--- src/rtl/gen_seq_ctrl.sv ---
// gen_seq_ctrl: burst sequencer for a pattern generator; each frame is a one-cycle reload,
// a static select phase and a dynamic select phase, optionally followed by idle gap cycles.
module gen_seq_ctrl #(
    parameter int SIZESRSTAT = 88,
    parameter int SIZESRDYN  = 16,
    parameter int CNTW       = 7
) (
    input  logic                  clk,
    input  logic                  rst_n,
    input  logic                  start,
    input  logic                  abort,
    input  logic [7:0]            nframes,
    input  logic [3:0]            gap,
    input  logic [SIZESRSTAT-1:0] stat_word,
    input  logic [SIZESRDYN-1:0]  dyn_word,
    output logic                  selstat,
    output logic                  seldyn,
    output logic [SIZESRSTAT-1:0] statreg,
    output logic [SIZESRDYN-1:0]  dynreg,
    output logic                  busy,
    output logic                  done,
    output logic [7:0]            frame_cnt
);
    typedef enum logic [2:0] {IDLE, LOAD, STAT, DYN, GAP} state_t;
    localparam logic [CNTW-1:0] STAT_LAST = CNTW'(SIZESRSTAT - 1);
    localparam logic [CNTW-1:0] DYN_LAST  = CNTW'(SIZESRDYN - 1);
    state_t          state, state_n;
    logic [CNTW-1:0] cnt, cnt_n;
    logic [7:0]      nframes_l, fc_inc;
    logic [3:0]      gap_l;
    logic            done_n, dyn_end;
    assign dyn_end = state == DYN && cnt == DYN_LAST;
    assign fc_inc  = frame_cnt == 8'hFF ? frame_cnt : frame_cnt + 8'd1;
    always_comb begin
        state_n = state;
        done_n  = 1'b0;
        if (state != IDLE && abort) begin
            state_n = IDLE;
            done_n  = 1'b1;
        end else begin
            case (state)
                IDLE: state_n = start ? LOAD : IDLE;
                LOAD: state_n = STAT;
                STAT: state_n = cnt == STAT_LAST ? DYN : STAT;
                DYN: begin
                    if (dyn_end) begin
                        // burst ends when the completed-frame count reaches a nonzero target
                        if (nframes_l != 8'd0 && nframes_l == fc_inc) begin
                            state_n = IDLE;
                            done_n  = 1'b1;
                        end else begin
                            state_n = gap_l == 4'd0 ? LOAD : GAP;
                        end
                    end
                end
                GAP:     state_n = cnt == CNTW'(gap_l - 4'd1) ? LOAD : GAP;
                default: state_n = IDLE;
            endcase
        end
        cnt_n = (state_n == state && state != IDLE) ? cnt + 1'b1 : '0;
    end
    always_ff @(posedge clk or negedge rst_n) begin
        if (!rst_n) begin
            state     <= IDLE;
            cnt       <= '0;
            selstat   <= 1'b0;
            seldyn    <= 1'b0;
            busy      <= 1'b0;
            done      <= 1'b0;
            statreg   <= '0;
            dynreg    <= '0;
            frame_cnt <= '0;
            nframes_l <= '0;
            gap_l     <= '0;
        end else begin
            state   <= state_n;
            cnt     <= cnt_n;
            selstat <= state_n == STAT;
            seldyn  <= state_n == DYN;
            busy    <= state_n != IDLE;
            done    <= done_n;
            if (state == IDLE && start) begin
                statreg   <= stat_word;
                dynreg    <= dyn_word;
                nframes_l <= nframes;
                gap_l     <= gap;
                frame_cnt <= '0;
            end
            if (state != IDLE && state_n == LOAD) dynreg <= dyn_word;
            if (dyn_end && !abort) frame_cnt <= fc_inc;
        end
    end
    assert property (@(posedge clk) disable iff (!rst_n)
        !(selstat && seldyn) && busy == (state != IDLE));
endmodule
--- config.mk ---
export PLATFORM = sky130hd
export DESIGN_NAME = gen_seq_ctrl
export DESIGN_NICKNAME = d
export VERILOG_FILES = /design/src/rtl/gen_seq_ctrl.sv
export SDC_FILE = /design/constraint.sdc
export NUM_CORES = 1
export LEC_CHECK = 0
export CORE_MARGIN = 2
export CORE_UTILIZATION = 47
export DETAILED_ROUTE_END_ITERATION = 8
export GPL_ROUTABILITY_DRIVEN = 0
export GPL_TIMING_DRIVEN = 0
export HOLD_SLACK_MARGIN = 0.03
export PLACE_DENSITY_LB_ADDON = 0.08
export SLEW_MARGIN = 15
export SYNTH_ARGS = -nofsm -noshare
export SYNTH_HDL_FRONTEND = slang
export SYNTH_SLANG_ARGS = --single-unit
--- constraint.sdc ---
create_clock -name clk -period 7.4 [get_ports clk]
set_input_delay 1.48 -clock clk [delete_from_list [all_inputs] [get_ports clk]]
set_output_delay 1.48 -clock clk [all_outputs]
set_load 0.02 [all_outputs]
==> impl_summary.txt, run 1 <==
----------------------------------------------------
[Synth]
  Mean cell area of the mapped netlist ... 9.27 sq um
  Yosys warning count ... 0
  Syn_nets ... 772
  Number of enable-type register cells in the synthesized netlist ... 0
  Sequential cell area fraction in the yosys report ... 0.574
  Synthesized area ... 6020 sq um
  Synth unique cells ... 52
  Register bit count reported by yosys ... 138
  Syn Inst Count ... 649
  Synth async-reset ratio ... 1.00
  Most used flip-flop cell after synthesis ... dfrtp_1

[Floorplan]
  Die Ht ... 117 microns
  Width of the chip ... 117 microns
  Placeable core region ... 12600 sq um
  Initial Utilization ... 0.479
  Die Outline Area ... 13700 sq um
  Core Rows ... 41
  I/O pin cnt ... 236

[Clocking]
  Number of buffers inserted by post-CTS setup repair ... 0
  CTS tree ... built
  Clock buffer count from CTS ... 17
  H-Tree Depth ... 4
  CTS max path bufs ... 2
  Post-cts sizing count ... 0
  Buffer type at the clock tree root ... clkbuf_16
  Total of hold buffers inserted after clock tree synthesis ... 0
  Clock transition at path regs ... 0.05 ns
  TritonCTS sink count ... 138
  Clock latency on the worst-skew pair ... 0.41 ns

[Final layout]
  Most common cell after layout, fill and taps aside ... nand2_1
  Final-stage net count ... 1026
  Final Core Density ... 0.732
  Layout area overhead ... 52.9%
  Final-layout fill cell count ... 933
  Number of diodes ... 0
  Fraction of layout instances using a drive strength above 1 ... 0.0721
  Most frequent cells in the layout ... 313 x nand2_1, 233 x clkdlybuf4s50_1, 138 x dfrtp_1, 28 x clkbuf_1, 17 x clkbuf_16
  Count of placed standard cells in the final layout, fillers left out ... 1087

[Placement]
  Placed cell count ... 1056
  Dpl ws ... 3.55 ns
  Port Buffers ... 234
  Half-perimeter wire length after placement ... 12.2 mm

[Timing]
  Min Tclk post-route ... 3.45 ns
  Maximum frequency from static timing analysis ... 290 MHz
  Final setup violating endpoints ... 0
  Share of the clock period used by the worst path after layout ... 0.466
  Max-slew violation count ... 0
  Worst clock skew on the final layout ... 0.00627 ns
  Headroom to the max-slew limit ... 0.479
  Final setup slack of the worst path ... 3.95 ns
  Final hold slack ... 0.469 ns
  Worst Tran Pin Value ... 0.780 ns
  Hold violation count in the final report ... 0
  Unrepaired setup endpoints after global routing ... false

[Worst setup path]
  Setup crit start kind ... input pin
  Critical Path Most Common Cell ... clkbuf_1
  Crit-path max cell delay ... 0.53 ns
  Capturing element type of the critical path ... flip-flop
  Critical path type ... in -> reg
  Sequence of cells on the critical path ... clkdlybuf4s50_1 > and2_1 > clkbuf_1 > clkbuf_1 > clkbuf_1 > nand2_1 > nand2_1
  Top cell family by delay on the critical path ... buffers and inverters
  Count of buffering cells on the critical path with inverters included ... 4
  Maximum fanout along the worst path ... 10
  Cell type of the slowest stage on the worst timing path ... clkdlybuf4s50_1
  Required time of the critical path ... 7.75 ns
  Data arrival time of the worst path ... 3.80 ns

[Power and ir drop]
  Lkg Pwr ... 4.33 nW
  Pwr per Cell Area ... 334 nW/um^2
  Overall power ... 3.08 mW
  Maximum vdd drop ... 211 uV

[Routing]
  Post-detailed-routing wire length ... 16.6 mm
  Pre-antenna DRT Iters ... 5
  Antenna Nets Post-Route ... 0
  Total number of vias ... 5423
  Via density ... 4.99
  Violation count after the first detailed-route iteration ... 315
  DRC violation count after routing ... 0
  Detailed-route wire length per cell ... 15.3 microns

[Run status]
  Outcome ... finished, final reports clean

[Global route]
  Pin count of the biggest net entering global routing ... 105
  Number of antenna violations at the first check in global routing ... 0
  Wire length of the first global-routing pass ... 26.4 mm
  Total track usage ... 0.250
  Remaining Overflow, GRT ... 0
  Number of global-route vias before repair ... 5426

[Job]
  Maximum capacitance violations ... 0

[Worst hold path]
  Classification of the worst-slack hold path ... reg -> reg

----------------------------------------------------
[registers in the layout, summed over array words and instances (netlist names)]
signal,cells
busy,1
cnt,7
done,1
dynreg,16
frame_cnt,8
gap_l,4
nframes_l,8
seldyn,1
selstat,1
state,3
statreg,88
[synth_stat cells (2+ instances only)]
cell | number | share of area
and2_1 | 2 | 0.0021
o21ai_0 | 9 | 0.0075
o32ai_1 | 2 | 0.0029
o31ai_1 | 4 | 0.0050
nand2_1 | 313 | 0.20
buf_2 | 5 | 0.0042
nand4_1 | 6 | 0.0062
ha_1 | 3 | 0.0062
clkbuf_1 | 25 | 0.016
xnor2_1 | 8 | 0.012
xor2_1 | 6 | 0.0087
buf_4 | 2 | 0.0025
a32o_1 | 2 | 0.0033
mux2_4 | 10 | 0.025
inv_1 | 8 | 0.0050
mux2i_1 | 2 | 0.0033
and3_1 | 2 | 0.0021
a31oi_1 | 3 | 0.0031
nor3_1 | 10 | 0.0083
nor3b_1 | 3 | 0.0037
mux2_2 | 6 | 0.011
and4_4 | 2 | 0.0037
o211ai_1 | 3 | 0.0037
or3_1 | 2 | 0.0021
nor2_1 | 16 | 0.010
a21oi_1 | 10 | 0.0083
nand2_2 | 2 | 0.0021
buf_1 | 3 | 0.0019
dfrtp_1 | 138 | 0.57
nor4_1 | 5 | 0.0052
nand3_1 | 11 | 0.0091
a211oi_1 | 6 | 0.0075
[metal layers]
layer  global-route usage  vias to the layer above  wire length (microns)
met1                0.301                     2541                   6560
met3                0.104                       26                   1700
met2                0.410                      235                   8060
met5                    0                        -                      0
met4               0.0816                        0                    309
li1                     -                     2621                      -
[worst register-to-register path: stages, from the launching register on]
cell and delay [ns]:
dfrtp_1 0.57, ha_1 0.20, buf_2 0.19, nand3_1 0.26
o211ai_1 0.23, o311ai_0 0.16, a21oi_1 0.16, and4b_4 0.24
o311a_4 0.40, a31oi_4 0.32, buf_12 0.20, mux2_4 0.31
[path summary, 6_finish.rpt]
kind	start	end	slack [ns]	cells after the start
max	start	statreg[22]	3.95	7
min	statreg[57]	statreg[57]	0.47	2
max reg2reg	frame_cnt[0]	dynreg[7]	4.03	11
min reg2reg	statreg[57]	statreg[57]	0.47	2
max in group asynchronous	rst_n	statreg[53]	5.68	2
min in group asynchronous	rst_n	dynreg[5]	0.92	1
[kinds of logic after synthesis]
| group | after synthesis | share of synthesized area |
|---|---|---|
| simple gates | 382 | 0.264 |
| flops | 138 | 0.574 |
| compound gates | 49 | 0.0599 |
| buf+inv | 44 | 0.0324 |
| mux | 18 | 0.0395 |
| xor+xnor | 15 | 0.0241 |
| fa+ha+maj | 3 | 0.00624 |
[power by group]
group | switching [mW] | internal [mW] | total (mW) | leakage [nW]
sequential | 0.136 | 0.967 | 1.10 | 1.72
clock | 0.301 | 0.552 | 0.853 | 0.293
combinational | 0.579 | 0.540 | 1.12 | 2.31
[layout make-up]
class | instances | area, sq um | area share
Sequential cell | 138 | 3450 | 0.375
Timing Repair Buffer | 235 | 2370 | 0.258
Multi-Input combinational cell | 467 | 2370 | 0.257
Clock buffer | 23 | 478 | 0.0519
Tap cell | 172 | 215 | 0.0234
Buffer | 36 | 165 | 0.0179
Clock inverter | 8 | 118 | 0.0128
Inverter | 8 | 30.0 | 0.00326
[metrics by stage]
stage / TNS (ns) / area (sq um)
2_1_floorplan: 0 / 6020
3_3_place_gp: -64.08 / 8580
3_5_place_dp: 0 / 8610
4_1_cts: 0 / 9200
5_1_grt: 0 / 9200
6_report: 0 / 9200
Power figures use the tool's default switching activity.
==> run 2, diff against run 1 <==
--- a/config.mk
+++ b/config.mk
@@ -6,7 +6,7 @@
 export NUM_CORES = 1
 export LEC_CHECK = 0
 export CORE_MARGIN = 2
-export CORE_UTILIZATION = 47
+export CORE_UTILIZATION = 40
 export DETAILED_ROUTE_END_ITERATION = 8
 export GPL_ROUTABILITY_DRIVEN = 0
 export GPL_TIMING_DRIVEN = 0
==> constraint.sdc (replaced) <==
create_clock -name clk -period 2.8 [get_ports clk]
set_input_delay 0.56 -clock clk [delete_from_list [all_inputs] [get_ports clk]]
set_output_delay 0.56 -clock clk [all_outputs]
set_load 0.02 [all_outputs]
==> run 2 against run 1 <==
Non-clock buffer count increased by 24; first-iteration DRC count decreased by 34%; global-route usage decreased by 3.7 points; worst setup slack got worse by 3.9 ns; total power increased to 2.7 times the previous value; core utilization decreased by 8.0 points; combinational power increased to 2.7 times the previous value; die area increased by 17%; clock skew about the same; critical path depth increased by 4; cell area increased by 3.9%.
==> impl_summary.txt, run 2 (synthesized netlist as in run 1, its figures left out) <==
----------------------------------------------------
[Timing]
  Final hold slack ... 0.0328 ns (was 0.469 ns)
  Share of the clock period used by the worst path after layout ... 0.991
  Hold violation count in the final report ... 0 (unchanged)
  Final setup violating endpoints ... 0 (unchanged)
  Maximum frequency from static timing analysis ... 360 MHz
  Worst clock skew on the final layout ... 0.00659 ns (was 0.00627 ns)
  Headroom to the max-slew limit ... 0.492 (was 0.479)
  Unrepaired setup endpoints after global routing ... true (was false)
  Min Tclk post-route ... 2.78 ns
  Max-slew violation count ... 0 (unchanged)
  Worst Tran Pin Value ... 0.759 ns (was 0.780 ns)

[Floorplan]
  Initial Utilization ... 0.411 (was 0.479)
  Placeable core region ... 14600 sq um (was 12600 sq um)
  I/O pin cnt ... 236 (unchanged)
  Die Ht ... 127 microns (was 117 microns)
  Core Rows ... 44 (was 41)
  Width of the chip ... 127 microns (was 117 microns)
  Die Outline Area ... 16000 sq um (was 13700 sq um)

[Routing]
  Post-detailed-routing wire length ... 17.0 mm (was 16.6 mm)
  Violation count after the first detailed-route iteration ... 209 (was 315)
  Via density ... 4.83 (was 4.99)
  Pre-antenna DRT Iters ... 4 (was 5)
  Detailed-route wire length per cell ... 15.1 microns (was 15.3 microns)
  Total number of vias ... 5434 (was 5423)
  DRC violation count after routing ... 0 (unchanged)
  Antenna Nets Post-Route ... 0 (unchanged)

[Placement]
  Port Buffers ... 234 (unchanged)
  Placed cell count ... 1068 (was 1056)
  Half-perimeter wire length after placement ... 12.0 mm (was 12.2 mm)

[Final layout]
  Most flops, register ... statreg (unchanged)
  Most frequent cells in the layout ... 313 x nand2_1, 233 x clkdlybuf4s50_1, 135 x dfrtp_1, 28 x clkbuf_1, 20 x buf_4 (was 313 x nand2_1, 233 x clkdlybuf4s50_1, 138 x dfrtp_1, 28 x clkbuf_1, 17 x clkbuf_16)
  Most common cell after layout, fill and taps aside ... nand2_1 (unchanged)
  Final-layout fill cell count ... 1181 (was 933)
  Count of placed standard cells in the final layout, fillers left out ... 1124 (was 1087)
  Fraction of layout instances using a drive strength above 1 ... 0.114 (was 0.0721)
  Final-stage net count ... 1050 (was 1026)
  Number of diodes ... 0 (unchanged)
  Layout area overhead ... 58.8% (was 52.9%)
  Biggest registers after layout ... statreg: 88 flops, dynreg: 16 flops (unchanged)
  Flip-flop count of the largest register after layout ... 88 (unchanged)

[Worst hold path]
  Classification of the worst-slack hold path ... in -> async (was reg -> reg)

[Global route]
  Number of global-route vias before repair ... 5512 (was 5426)
  Pin count of the biggest net entering global routing ... 96 (was 105)
  Remaining Overflow, GRT ... 0 (unchanged)
  Total track usage ... 0.213 (was 0.250)
  Number of antenna violations at the first check in global routing ... 0 (unchanged)
  Wire length of the first global-routing pass ... 27.2 mm (was 26.4 mm)

[Worst setup path]
  Register-to-register path setup slack ... 0.02 ns (was 4.03 ns)
  Critical path type ... reg -> reg (was in -> reg)
  Capturing element type of the critical path ... flip-flop (unchanged)
  Length in cells of the worst reg-to-reg path ... 11 (unchanged)
  Setup crit start kind ... flip-flop (was input pin)
  Required time of the critical path ... 3.09 ns (was 7.75 ns)
  End of the worst register-to-register path ... dynreg[5] (was dynreg[7])
  Worst flop-to-flop path startpoint ... frame_cnt[0] (unchanged)
  Maximum fanout along the worst path ... 8 (was 10)
  Data arrival time of the worst path ... 3.07 ns (was 3.80 ns)

[Run status]
  Outcome ... finished, final reports clean (unchanged)

[Clocking]
  TritonCTS sink count ... 138 (unchanged)
  CTS tree ... built (unchanged)
  Clock buffer count from CTS ... 17 (unchanged)
  Clock transition at path regs ... 0.06 ns (was 0.05 ns)
  Clock latency on the worst-skew pair ... 0.41 ns (about the same)
  H-Tree Depth ... 4 (unchanged)
  Buffer type at the clock tree root ... clkbuf_16 (unchanged)
  CTS max path bufs ... 2 (unchanged)

[Power and ir drop]
  Pwr per Cell Area ... 856 nW/um^2 (was 334 nW/um^2)
  Lkg Pwr ... 4.48 nW (was 4.33 nW)
  Maximum vdd drop ... 444 uV (was 211 uV)

[Job]
  Maximum capacitance violations ... 0 (unchanged)

----------------------------------------------------
-- run 2: layout make-up --
class / instances / area (sq um) / area share
Timing Repair Buffer: 261 / 2590 / 0.271
Sequential cell: 138 / 3460 / 0.362
Clock buffer: 26 / 509 / 0.0533
Clock inverter: 6 / 85.1 / 0.00890
Buffer: 34 / 185 / 0.0194
Multi-Input combinational cell: 467 / 2470 / 0.258
Tap cell: 184 / 230 / 0.0241
Inverter: 8 / 30.0 / 0.00314
-- run 2: worst max path at each step --
stage / cells past startpoint / slack [ns] / startpoint / endpoint
detailed placement: 11 / -0.28 / frame_cnt[0] / dynreg[10]
finish: 11 / 0.02 / frame_cnt[0] / dynreg[5]
global route: 11 / -0.07 / frame_cnt[1] / dynreg[5]
global placement: 1 / -4.74 / rst_n / frame_cnt[0]
CTS: 11 / 0.003 / frame_cnt[0] / dynreg[4]
floorplan: 11 / 0.002 / frame_cnt[0] / dynreg[10]
-- run 2: worst max-delay path: stages (launching register included) --
cell,delay (ns)
dfrtp_2,0.39
ha_4,0.20
and3_4,0.24
nand2_4,0.09
a32o_2,0.23
nor4_2,0.29
and4b_4,0.34
o21ai_4,0.08
a31oi_4,0.24
buf_6,0.14
buf_12,0.11
mux2_4,0.30
-- run 2: metrics by stage --
stage | power, mW | area, sq um | setup WS, ns | util | setup TNS (ns)
2_1_floorplan | 4.38 | 6070 | 0.00186 | - | 0
3_3_place_gp | 5.82 | 8640 | -4.74 | 0.590 | -589.82
3_5_place_dp | 5.90 | 8680 | -0.279 | 0.592 | -8.73
4_1_cts | 8.25 | 9500 | 0.00303 | 0.648 | 0
5_1_grt | 8.62 | 9560 | -0.0736 | 0.653 | -0.586
6_report | 8.18 | 9560 | 0.0240 | 0.653 | 0
-- run 2: power breakdown --
part	leakage, nW	switching [mW]	internal [mW]
combinational	2.48	1.55	1.50
sequential	1.72	0.356	2.56
clock	0.287	0.799	1.43
-- run 2: what timing repair did --
action | 4_1_cts | 5_1_grt
resized for setup | 18 | 13
gates cloned | 1 | 0
setup buffers | 19 | 7
pin swaps | 10 | 7
hold buffers | 0 | 0
setup endpoints to repair | 23 | 62
-- run 2: routing by layer --
layer | up-vias | part of all wire | GRT usage
li1 | 2665 | - | -
met1 | 2526 | 0.42 | 0.258
met2 | 219 | 0.47 | 0.343
met3 | 24 | 0.097 | 0.0873
met4 | 0 | 0.014 | 0.0814
met5 | - | 0 | 0
==> run 3, diff against run 2 <==
==> constraint.sdc (replaced) <==
create_clock -name clk -period 2.8 [get_ports clk]
set_input_delay 0.56 -clock clk [delete_from_list [all_inputs] [get_ports clk]]
set_output_delay 0.56 -clock clk [all_outputs]
set_load 0.05 [all_outputs]
==> run 3 against run 2 <==
The run now ends with negative setup slack left; final cell count decreased by 1.7%; non-clock buffer count decreased by 17; maximum frequency decreased by 1.0%; register-to-register slack got worse by 0.03 ns; critical path type unchanged; largest cell class unchanged.
==> impl_summary.txt, run 3 (synthesized netlist as in run 1, its figures left out) <==
----------------------------------------------------
[Global route]
  Wire length of the first global-routing pass ... 26.8 mm (was 27.2 mm)
  Number of antenna violations at the first check in global routing ... 0 (unchanged)
  Total track usage ... 0.212 (was 0.213)
  Global-route layer with the greatest usage ... met2 (unchanged)
  Met1 routing resource usage after global routing ... 0.261 (was 0.258)
  Number of global-route vias before repair ... 5431 (was 5512)
  GR Util met3 ... 0.0818 (was 0.0873)
  Met2 usage in global routing ... 0.341 (was 0.343)
  Remaining Overflow, GRT ... 0 (unchanged)
  Pin count of the biggest net entering global routing ... 81 (was 96)

[Worst setup path]
  Data arrival time of the worst path ... 3.10 ns (was 3.07 ns)
  Sequence of cells on the critical path ... ha_4 > and3_4 > nand2_4 > a211oi_1 > a211oi_1 > and4b_4 > o311a_4 > a31oi_4 > buf_12 > mux2_4 (was ha_4 > and3_4 > nand2_4 > a32o_2 > nor4_2 > and4b_4 > o21ai_4 > a31oi_4 > buf_6 > buf_12 > mux2_4)
  Worst flop-to-flop path startpoint ... frame_cnt[0] (unchanged)
  Required time of the critical path ... 3.09 ns (about the same)
  Critical Path Most Common Cell ... a211oi_1
  Source of the critical timing path ... frame_cnt[0] (unchanged)
  Crit-path max cell delay ... 0.45 ns (was 0.39 ns)
  Setup crit start kind ... flip-flop (unchanged)
  Critical path type ... reg -> reg (unchanged)
  Maximum fanout along the worst path ... 10 (was 8)
  Cell type of the slowest stage on the worst timing path ... dfrtp_4 (was dfrtp_2)
  Capturing element type of the critical path ... flip-flop (unchanged)
  Top cell family by delay on the critical path ... compound AO/OA/AOI/OAI gates (was simple AND/OR/NAND/NOR gates)
  Count of buffering cells on the critical path with inverters included ... 1 (was 2)

[Clocking]
  CTS tree ... built (unchanged)
  TritonCTS sink count ... 138 (unchanged)
  Clock buffer count from CTS ... 17 (unchanged)
  Total of hold buffers inserted after clock tree synthesis ... 0 (unchanged)
  Clock transition at path regs ... 0.05 ns (was 0.06 ns)
  H-Tree Depth ... 4 (unchanged)
  Buffer type at the clock tree root ... clkbuf_16 (unchanged)
  CTS max path bufs ... 2 (unchanged)
  Clock latency on the worst-skew pair ... 0.42 ns (was 0.41 ns)

[Placement]
  Area after detailed placement ... 8690 sq um (was 8680 sq um)
  Port Buffers ... 234 (unchanged)
  Half-perimeter wire length after placement ... 12.0 mm (about the same)

[Timing]
  Min Tclk post-route ... 2.80 ns (was 2.78 ns)
  Headroom to the max-slew limit ... 0.376 (was 0.492)
  Max-slew violation count ... 0 (unchanged)
  Maximum frequency from static timing analysis ... 357 MHz (was 360 MHz)
  Share of the clock period used by the worst path after layout ... 1.00 (was 0.991)
  Final setup slack of the worst path ... -0.00388 ns (was 0.0240 ns)
  Worst Tran Pin Value ... 0.933 ns (was 0.759 ns)
  Final setup violating endpoints ... 2 (was 0)
  Final hold slack ... 0.0592 ns (was 0.0328 ns)
  Hold violation count in the final report ... 0 (unchanged)
  Worst clock skew on the final layout ... 0.0115 ns (was 0.00659 ns)
  Unrepaired setup endpoints after global routing ... true (unchanged)

[Final layout]
  Most flops, register ... statreg (unchanged)
  Final standard cell area without fillers ... 9440 sq um (was 9560 sq um)
  Final-layout fill cell count ... 1199 (was 1181)
  Layout area overhead ... 56.9% (was 58.8%)
  Biggest registers after layout ... statreg: 88 flops, dynreg: 16 flops (unchanged)
  Most frequent cells in the layout ... 313 x nand2_1, 233 x clkdlybuf4s50_1, 130 x dfrtp_1, 26 x clkbuf_1, 17 x clkbuf_16 (was 313 x nand2_1, 233 x clkdlybuf4s50_1, 135 x dfrtp_1, 28 x clkbuf_1, 20 x buf_4)
  Area of the multi-input gates ... 2480 sq um (was 2470 sq um)
  Number of diodes ... 0 (unchanged)
  Final-stage net count ... 1033 (was 1050)
  Register Area ... 3470 sq um (was 3460 sq um)
  Flip-flop count of the largest register after layout ... 88 (unchanged)
  Final Core Density ... 0.645 (was 0.653)
  Most common cell after layout, fill and taps aside ... nand2_1 (unchanged)
  Fraction of layout instances using a drive strength above 1 ... 0.103 (was 0.114)

[Routing]
  Violation count after the first detailed-route iteration ... 235 (was 209)
  Pre-antenna DRT Iters ... 4 (unchanged)
  Post-detailed-routing wire length ... 16.8 mm (was 17.0 mm)
  Via density ... 4.93 (was 4.83)
  Antenna Nets Post-Route ... 0 (unchanged)
  DRC violation count after routing ... 0 (unchanged)
  Total number of vias ... 5446 (was 5434)
  Detailed-route wire length per cell ... 15.2 microns (was 15.1 microns)

[Run status]
  Outcome ... finished with violations (was finished, final reports clean)
  Violations in the final reports ... negative setup slack

[Floorplan]
  Width of the chip ... 127 microns (unchanged)
  Core Rows ... 44 (unchanged)
  Placeable core region ... 14600 sq um (unchanged)
  Die Outline Area ... 16000 sq um (unchanged)
  I/O pin cnt ... 236 (unchanged)
  Die Ht ... 127 microns (unchanged)
  Initial Utilization ... 0.411 (unchanged)

[Worst hold path]
  Classification of the worst-slack hold path ... in -> async (unchanged)

[Power and ir drop]
  Pwr per Cell Area ... 997 nW/um^2 (was 856 nW/um^2)
  Lkg Pwr ... 4.40 nW (was 4.48 nW)
  Maximum vdd drop ... 545 uV (was 444 uV)

[Job]
  Maximum capacitance violations ... 0 (unchanged)

----------------------------------------------------
## run 3: repair_timing
action,4_1_cts,5_1_grt
gates resized for setup,3,15
setup buffers,7,5
endpoints found under the setup margin,21,63
pin swaps,1,8
## run 3: metal layers
layer | part of all wire | wire length [microns]
met2 | 0.47 | 7860
met5 | 0 | 0
met1 | 0.43 | 7210
met3 | 0.085 | 1430
met4 | 0.017 | 277
## run 3: final timing paths
check                               to  slack (ns)  cells after the start
setup / recovery             dynreg[5]      -0.004                     10
hold / removal               dynreg[6]        0.06                      1
setup reg to reg             dynreg[5]      -0.004                     10
hold reg to reg            statreg[84]        0.47                      2
max in group asynchronous  statreg[69]        2.01                      2
min in group clk           statreg[84]        0.47                      2
## run 3: per-stage QoR
stage	setup WS, ns	power, mW	setup TNS (ns)	std cells
5_1_grt	-0.0872	9.86	-1.66	1105
6_report	-0.00388	9.42	-0.00420	1105
4_1_cts	0.00375	9.46	0	1105
3_5_place_dp	-0.238	7.05	-7.89	1068
3_3_place_gp	-5.23	6.98	-599.80	1067
2_1_floorplan	-0.0328	5.52	-0.328	649
## run 3: layout make-up
cell class | instances | area share
sequential | 138 | 0.367
multi-input combinational | 467 | 0.263
timing repair buffer | 247 | 0.261
clock buffer | 23 | 0.0506
tap | 184 | 0.0244
buffer | 31 | 0.0154
clock inverter | 7 | 0.0148
inverter | 8 | 0.00318
## run 3: power by group
part	switching, mW	internal, mW
Sequential	0.354	2.55
Combinational	2.70	1.47
Clock	0.792	1.55
